--- src/rtl/box_raster_engine.sv ---
// Rectangle rasteriser: buffers box draw/erase requests and streams one clipped pixel write
// per clock to the VGA adapter, row-major, with a done pulse after each box.
module box_raster_engine #(
  parameter int unsigned SCREEN_W   = 160,
  parameter int unsigned SCREEN_H   = 120,
  parameter int unsigned FIFO_DEPTH = 2
) (
  input  logic       clock,
  input  logic       reset,
  input  logic       req_valid,
  output logic       req_ready,
  input  logic [7:0] req_x,
  input  logic [6:0] req_y,
  input  logic [3:0] req_w,
  input  logic [3:0] req_h,
  input  logic [2:0] req_colour,
  input  logic       req_erase,
  output logic [7:0] x,
  output logic [6:0] y,
  output logic [2:0] colour,
  output logic       plot,
  output logic       busy,
  output logic       done
);

  localparam int unsigned PtrW = $clog2(FIFO_DEPTH);
  localparam logic [PtrW:0] Full = (PtrW + 1)'(FIFO_DEPTH);
  localparam logic [8:0] ScreenW = 9'(SCREEN_W);
  localparam logic [7:0] ScreenH = 8'(SCREEN_H);

  typedef struct packed {
    logic [7:0] x;
    logic [6:0] y;
    logic [3:0] w;
    logic [3:0] h;
    logic [2:0] colour;
    logic       erase;
  } req_t;

  typedef enum logic [1:0] {StIdle, StLoad, StPlot} state_e;

  req_t            mem_q [FIFO_DEPTH];
  req_t            head_q;
  logic [PtrW-1:0] wr_ptr_q, rd_ptr_q;
  logic [PtrW:0]   count_q;
  logic            push, pop;

  state_e     state_q;
  logic [7:0] base_x_q;
  logic [6:0] base_y_q;
  logic [3:0] w_q, h_q, col_q, row_q;
  logic [2:0] fill_q;
  logic       last_q;
  logic [8:0] sum_x;
  logic [7:0] sum_y;

  assign req_ready = (count_q != Full);
  assign push      = req_valid && req_ready;
  assign pop       = (state_q == StIdle) && (count_q != '0);

  // Wide sums so that coordinates past the right/bottom edge (or wrapping past 255) clip.
  assign sum_x = {1'b0, base_x_q} + {5'b0, col_q};
  assign sum_y = {1'b0, base_y_q} + {4'b0, row_q};

  assign busy = (state_q != StIdle) || (count_q != '0) || plot || last_q;

  always_ff @(posedge clock) begin
    if (push) mem_q[wr_ptr_q] <= {req_x, req_y, req_w, req_h, req_colour, req_erase};
  end

  always_ff @(posedge clock) begin
    if (reset) begin
      wr_ptr_q <= '0;
      rd_ptr_q <= '0;
      count_q  <= '0;
    end else begin
      if (push) wr_ptr_q <= wr_ptr_q + PtrW'(1);
      if (pop)  rd_ptr_q <= rd_ptr_q + PtrW'(1);
      if (push && !pop)      count_q <= count_q + (PtrW + 1)'(1);
      else if (pop && !push) count_q <= count_q - (PtrW + 1)'(1);
    end
  end

  always_ff @(posedge clock) begin
    if (reset) begin
      state_q  <= StIdle;
      head_q   <= '0;
      base_x_q <= '0;
      base_y_q <= '0;
      w_q      <= '0;
      h_q      <= '0;
      fill_q   <= '0;
      col_q    <= '0;
      row_q    <= '0;
      last_q   <= 1'b0;
      x        <= '0;
      y        <= '0;
      colour   <= '0;
      plot     <= 1'b0;
      done     <= 1'b0;
    end else begin
      plot   <= 1'b0;
      last_q <= 1'b0;
      done   <= last_q;
      case (state_q)
        StIdle: begin
          if (pop) begin
            head_q  <= mem_q[rd_ptr_q];
            state_q <= StLoad;
          end
        end
        StLoad: begin
          base_x_q <= head_q.x;
          base_y_q <= head_q.y;
          w_q      <= head_q.w;
          h_q      <= head_q.h;
          fill_q   <= head_q.erase ? 3'b000 : head_q.colour;
          col_q    <= '0;
          row_q    <= '0;
          state_q  <= StPlot;
        end
        StPlot: begin
          x      <= sum_x[7:0];
          y      <= sum_y[6:0];
          colour <= fill_q;
          plot   <= (sum_x < ScreenW) && (sum_y < ScreenH);
          if (col_q == w_q) begin
            col_q <= '0;
            if (row_q == h_q) begin
              state_q <= StIdle;
              last_q  <= 1'b1;
            end else begin
              row_q <= row_q + 4'd1;
            end
          end else begin
            col_q <= col_q + 4'd1;
          end
        end
        default: state_q <= StIdle;
      endcase
    end
  end

endmodule
--- config.mk ---
export PLATFORM = sky130hd
export DESIGN_NAME = box_raster_engine
export DESIGN_NICKNAME = d
export VERILOG_FILES = /design/src/rtl/box_raster_engine.sv
export SDC_FILE = /design/constraint.sdc
export NUM_CORES = 1
export LEC_CHECK = 0
export BUFFER_PORTS_ARGS = -buffer_cell sky130_fd_sc_hd__buf_2
export CAP_MARGIN = 20
export CORE_ASPECT_RATIO = 0.6
export CORE_MARGIN = 10
export CORE_UTILIZATION = 55
export CTS_CLUSTER_SIZE = 16
export DETAILED_ROUTE_END_ITERATION = 16
export GPL_TIMING_DRIVEN = 0
export PLACE_DENSITY = 0.8
export SYNTH_ARGS = -nofsm -noshare
export SYNTH_HDL_FRONTEND = slang
export SYNTH_SLANG_ARGS = --single-unit
--- constraint.sdc ---
create_clock -name clock -period 2.8 [get_ports clock]
set_input_delay 0.14 -clock clock [delete_from_list [all_inputs] [get_ports clock]]
set_output_delay 0.14 -clock clock [all_outputs]
set_load 0.03 [all_outputs]
==> summary.txt <==
Run status
  – Status: finished clean

Synthesis
  – Synth area leader: dfxtp_1
  – Post-synth ARST share: 0
  – Mapped Cells: roughly 470
  – Share of the synthesized area in the top cell type: 0.312
  – Synth Flop Type: dfxtp_1
  – Mapped Nets: 520
  – Largest cells by area after synthesis: dfxtp_1, edfxtp_1, mux2i_1
  – Post-Syn Area: about 5600 um^2
  – Yosys cell types: 38
  – Most frequent cell after synthesis: dfxtp_1
  – Seq/Total Area, Yosys: 0.600
  – Synth Warn #: 0
  – Post-synth EDFFs: 54
  – Synth top cells by count: dfxtp_1, nor2_1, mux2i_1
  – Avg Synthesized Cell Area: 11.9 um^2
  – Yosys reg bits: ~140

Clock network
  – Sink Count: 142
  – CTS H-tree lvls: 4
  – CTS tree: done
  – Root Buffer: clkbuf_16
  – CTS buffer count: 17
  – Worst skew pair latency: ~420 ps
  – Clk buf depth: 2
  – Clock slew seen by the registers of the worst setup and hold paths: 60 ps

Drt
  – Post-Route WL: around 13 mm
  – TritonRoute pass-1 iters: 5
  – Antenna-violating nets left: 0
  – DRT iter0 DRCs: just over 300
  – DRC viols: 0
  – WL/cell: ~18 um
  – Drt via density: 5.44
  – Vias: ~3,900

GRT
  – M1 GR Usage: 0.238
  – Overflow after GRT: 0
  – Largest net degree at the start of global routing: 17
  – GRT Overall Usage: 0.178
  – Vias in the first global route: 4,109
  – Met3 GRT Util: 0.0511
  – First-pass GRT wire length: 20.9 mm
  – GR Layer Usage met2: 0.272
  – Top Usage Layer GRT: met2
  – Initial antenna violation count: 0

Place
  – Number of port buffers: 51
  – Detailed placement HPWL: a little under 9 mm
  – Placed inst area: between 6000 and 7000 um^2
  – Routability cong.: between 0.9 and 1

Power and ir drop
  – Max VDD drop: around 0.00057 V
  – Leak: about 2.7 nW
  – Power Density: 1050 nW/um^2
  – Total power draw: ~0.0074 W

STA
  – RSZ-0062 raised after global routing: false
  – Fmax: roughly 400 MHz
  – Final setup vio count: 0
  – Clk_skew: a little under 5 ps
  – Fin. Hold Viols: 0
  – Worst-margin pin slew: between 800 and 900 ps
  – Pins Over Slew Limit: 0
  – Final Cycle Share: 0.893
  – Rel. slew slack: 0.409
  – Tmin final: ~2500 ps
  – Worst Hold Margin: around 60 ps

Floorplanning
  – Placeable Area: a little under 10,000 um^2
  – Boundary pin count: between 50 and 60
  – Die area: approximately 15,000 um^2
  – Die H: about 98 um
  – Row cnt: 28
  – Starting Density: 0.569
  – Die W: about 150 um

Worst setup path
  – Crit start category: register
  – CP required: 3140 ps
  – CP endpoint kind: register
  – CP Data Arrival Time: approximately 2800 ps
  – Max FO, Critical Path: 10
  – Delay of the slowest cell on the worst path: around 380 ps
  – FF-to-FF End: count_q[1]
  – Critical path, cell by cell: inv_1 > ha_1 > o21a_1 > clkbuf_1 > clkbuf_2 > inv_1 > ha_1 > or3_1 > a21oi_1
  – Reg2reg start: state_q[1]
  – Critical-path top delay cell: clkbuf_1
  – R2R setup slack: between 200 and 300 ps
  – WS Path Type: reg2reg
  – Reg2reg path depth: 9

Cells and area
  – Layout cells sized above 1: 0.156
  – Number of fillers in the final layout: between 600 and 700
  – Ant diodes: 0
  – Area growth syn-to-layout: 25.7%
  – Design area: a little over 7000 um^2
  – Fin util: 0.715
  – Fin nets: approximately 620

Worst hold path
  – Worst hold start: reset
  – Hold endpoint: row_q[2]
  – Path category of the worst min-delay check: in2reg
  – Worst Hold Path Cells: 3

Flow run
  – Number of max-cap violations: 0
==> sequential cells by signal, summed over array words and instances (netlist names), 3 cells and up <==
| register | flops |
|---|---|
| colour | 3 |
| row_q | 4 |
| col_q | 4 |
| w_q | 4 |
| head_q | 27 |
| fill_q | 3 |
| h_q | 4 |
| x | 8 |
| y | 7 |
| base_y_q | 7 |
| base_x_q | 8 |
| mem_q | 54 |
==> cell families after synthesis <==
family,count (synthesis),share of synthesized area
XOR/XNOR,28,0.0435
AO/OA/AOI/OAI,66,0.0814
adder cells (fa/ha/maj),17,0.0404
flip-flops,142,0.600
buffers and inverters,34,0.0235
multiplexers,60,0.106
AND/OR/NAND/NOR,126,0.105
==> report_power, final <==
part,switching (W),internal (W)
sequential,0.000264,0.00263
clock,0.000840,0.00180
combinational,0.00115,0.000748
==> per-layer routing <==
metal  up-vias  part of all wire
li1       1887                 -
met1      1887              0.47
met2       123              0.45
met3        19             0.069
met4         0             0.013
met5         -                 0
==> cells in the final DEF, fill, tap and decap left out, drive strengths merged, types with 2 or more instances in the layout <==
cell / count
clkbuf: 35
ha: 15
dlygate4sd3: 27
and2: 4
nand4: 3
nand3b: 3
dfxtp: 88
buf: 62
or3: 2
a211oi: 35
fa: 2
inv: 10
nor3b: 2
mux2i: 60
nor2: 77
o21ai: 5
xor2: 18
nand2: 10
clkinvlp: 2
nand3: 4
bufinv: 7
xnor2: 10
a31o: 2
nor2b: 5
nor3: 4
o22ai: 2
edfxtp: 54
a21oi: 15
nand2b: 7
o21a: 2
clkinv: 3
==> worst max path at each step <==
stage | end | cells past startpoint | start | slack [ps]
final | count_q[1] | 9 | state_q[1] | 300
after global routing | count_q[1] | 9 | state_q[1] | 120
after CTS | count_q[1] | 9 | state_q[1] | 130
after detailed placement | count_q[1] | 9 | state_q[1] | 160
after global placement | mem_q[0][12] | 3 | count_q[0] | -70
after floorplan | mem_q[0][0] | 3 | count_q[0] | 340
==> repair_timing <==
action	4_1_cts	5_1_grt
gates resized for setup	0	2
endpoints found under the hold margin	54	0
buffers inserted	0	0
setup endpoints to repair	0	1
hold buffers	27	0
==> worst max-delay path, delay by kind of cell, from the launching register on <==
kind,cells,cell delay (ps)
AND/OR/NAND/NOR,1,380
buffers and inverters,4,900
AO/OA/AOI/OAI,2,310
adder cells (fa/ha/maj),2,510
flip-flops,1,320
==> layout make-up <==
cell class                      count  area [um^2]  area share
Clock buffer                       20          457      0.0644
Buffer                             24         96.3      0.0136
Inverter                           10         37.5     0.00529
Tap cell                          135          169      0.0238
Clock inverter                     12          239      0.0337
Timing Repair Buffer               80          581      0.0819
Sequential cell                   142         3380       0.477
Multi-Input combinational cell    297         2130       0.300
==> through the flow <==
stage               setup TNS (ps)  instances  worst slack [ps]
floorplan                        0        473               341
global placement             -1730        659             -66.0
detailed placement               0        661               164
CTS                              0        720               128
global route                     0        720               118
finish                           0        720               299
Power figures use the tool's default switching activity.
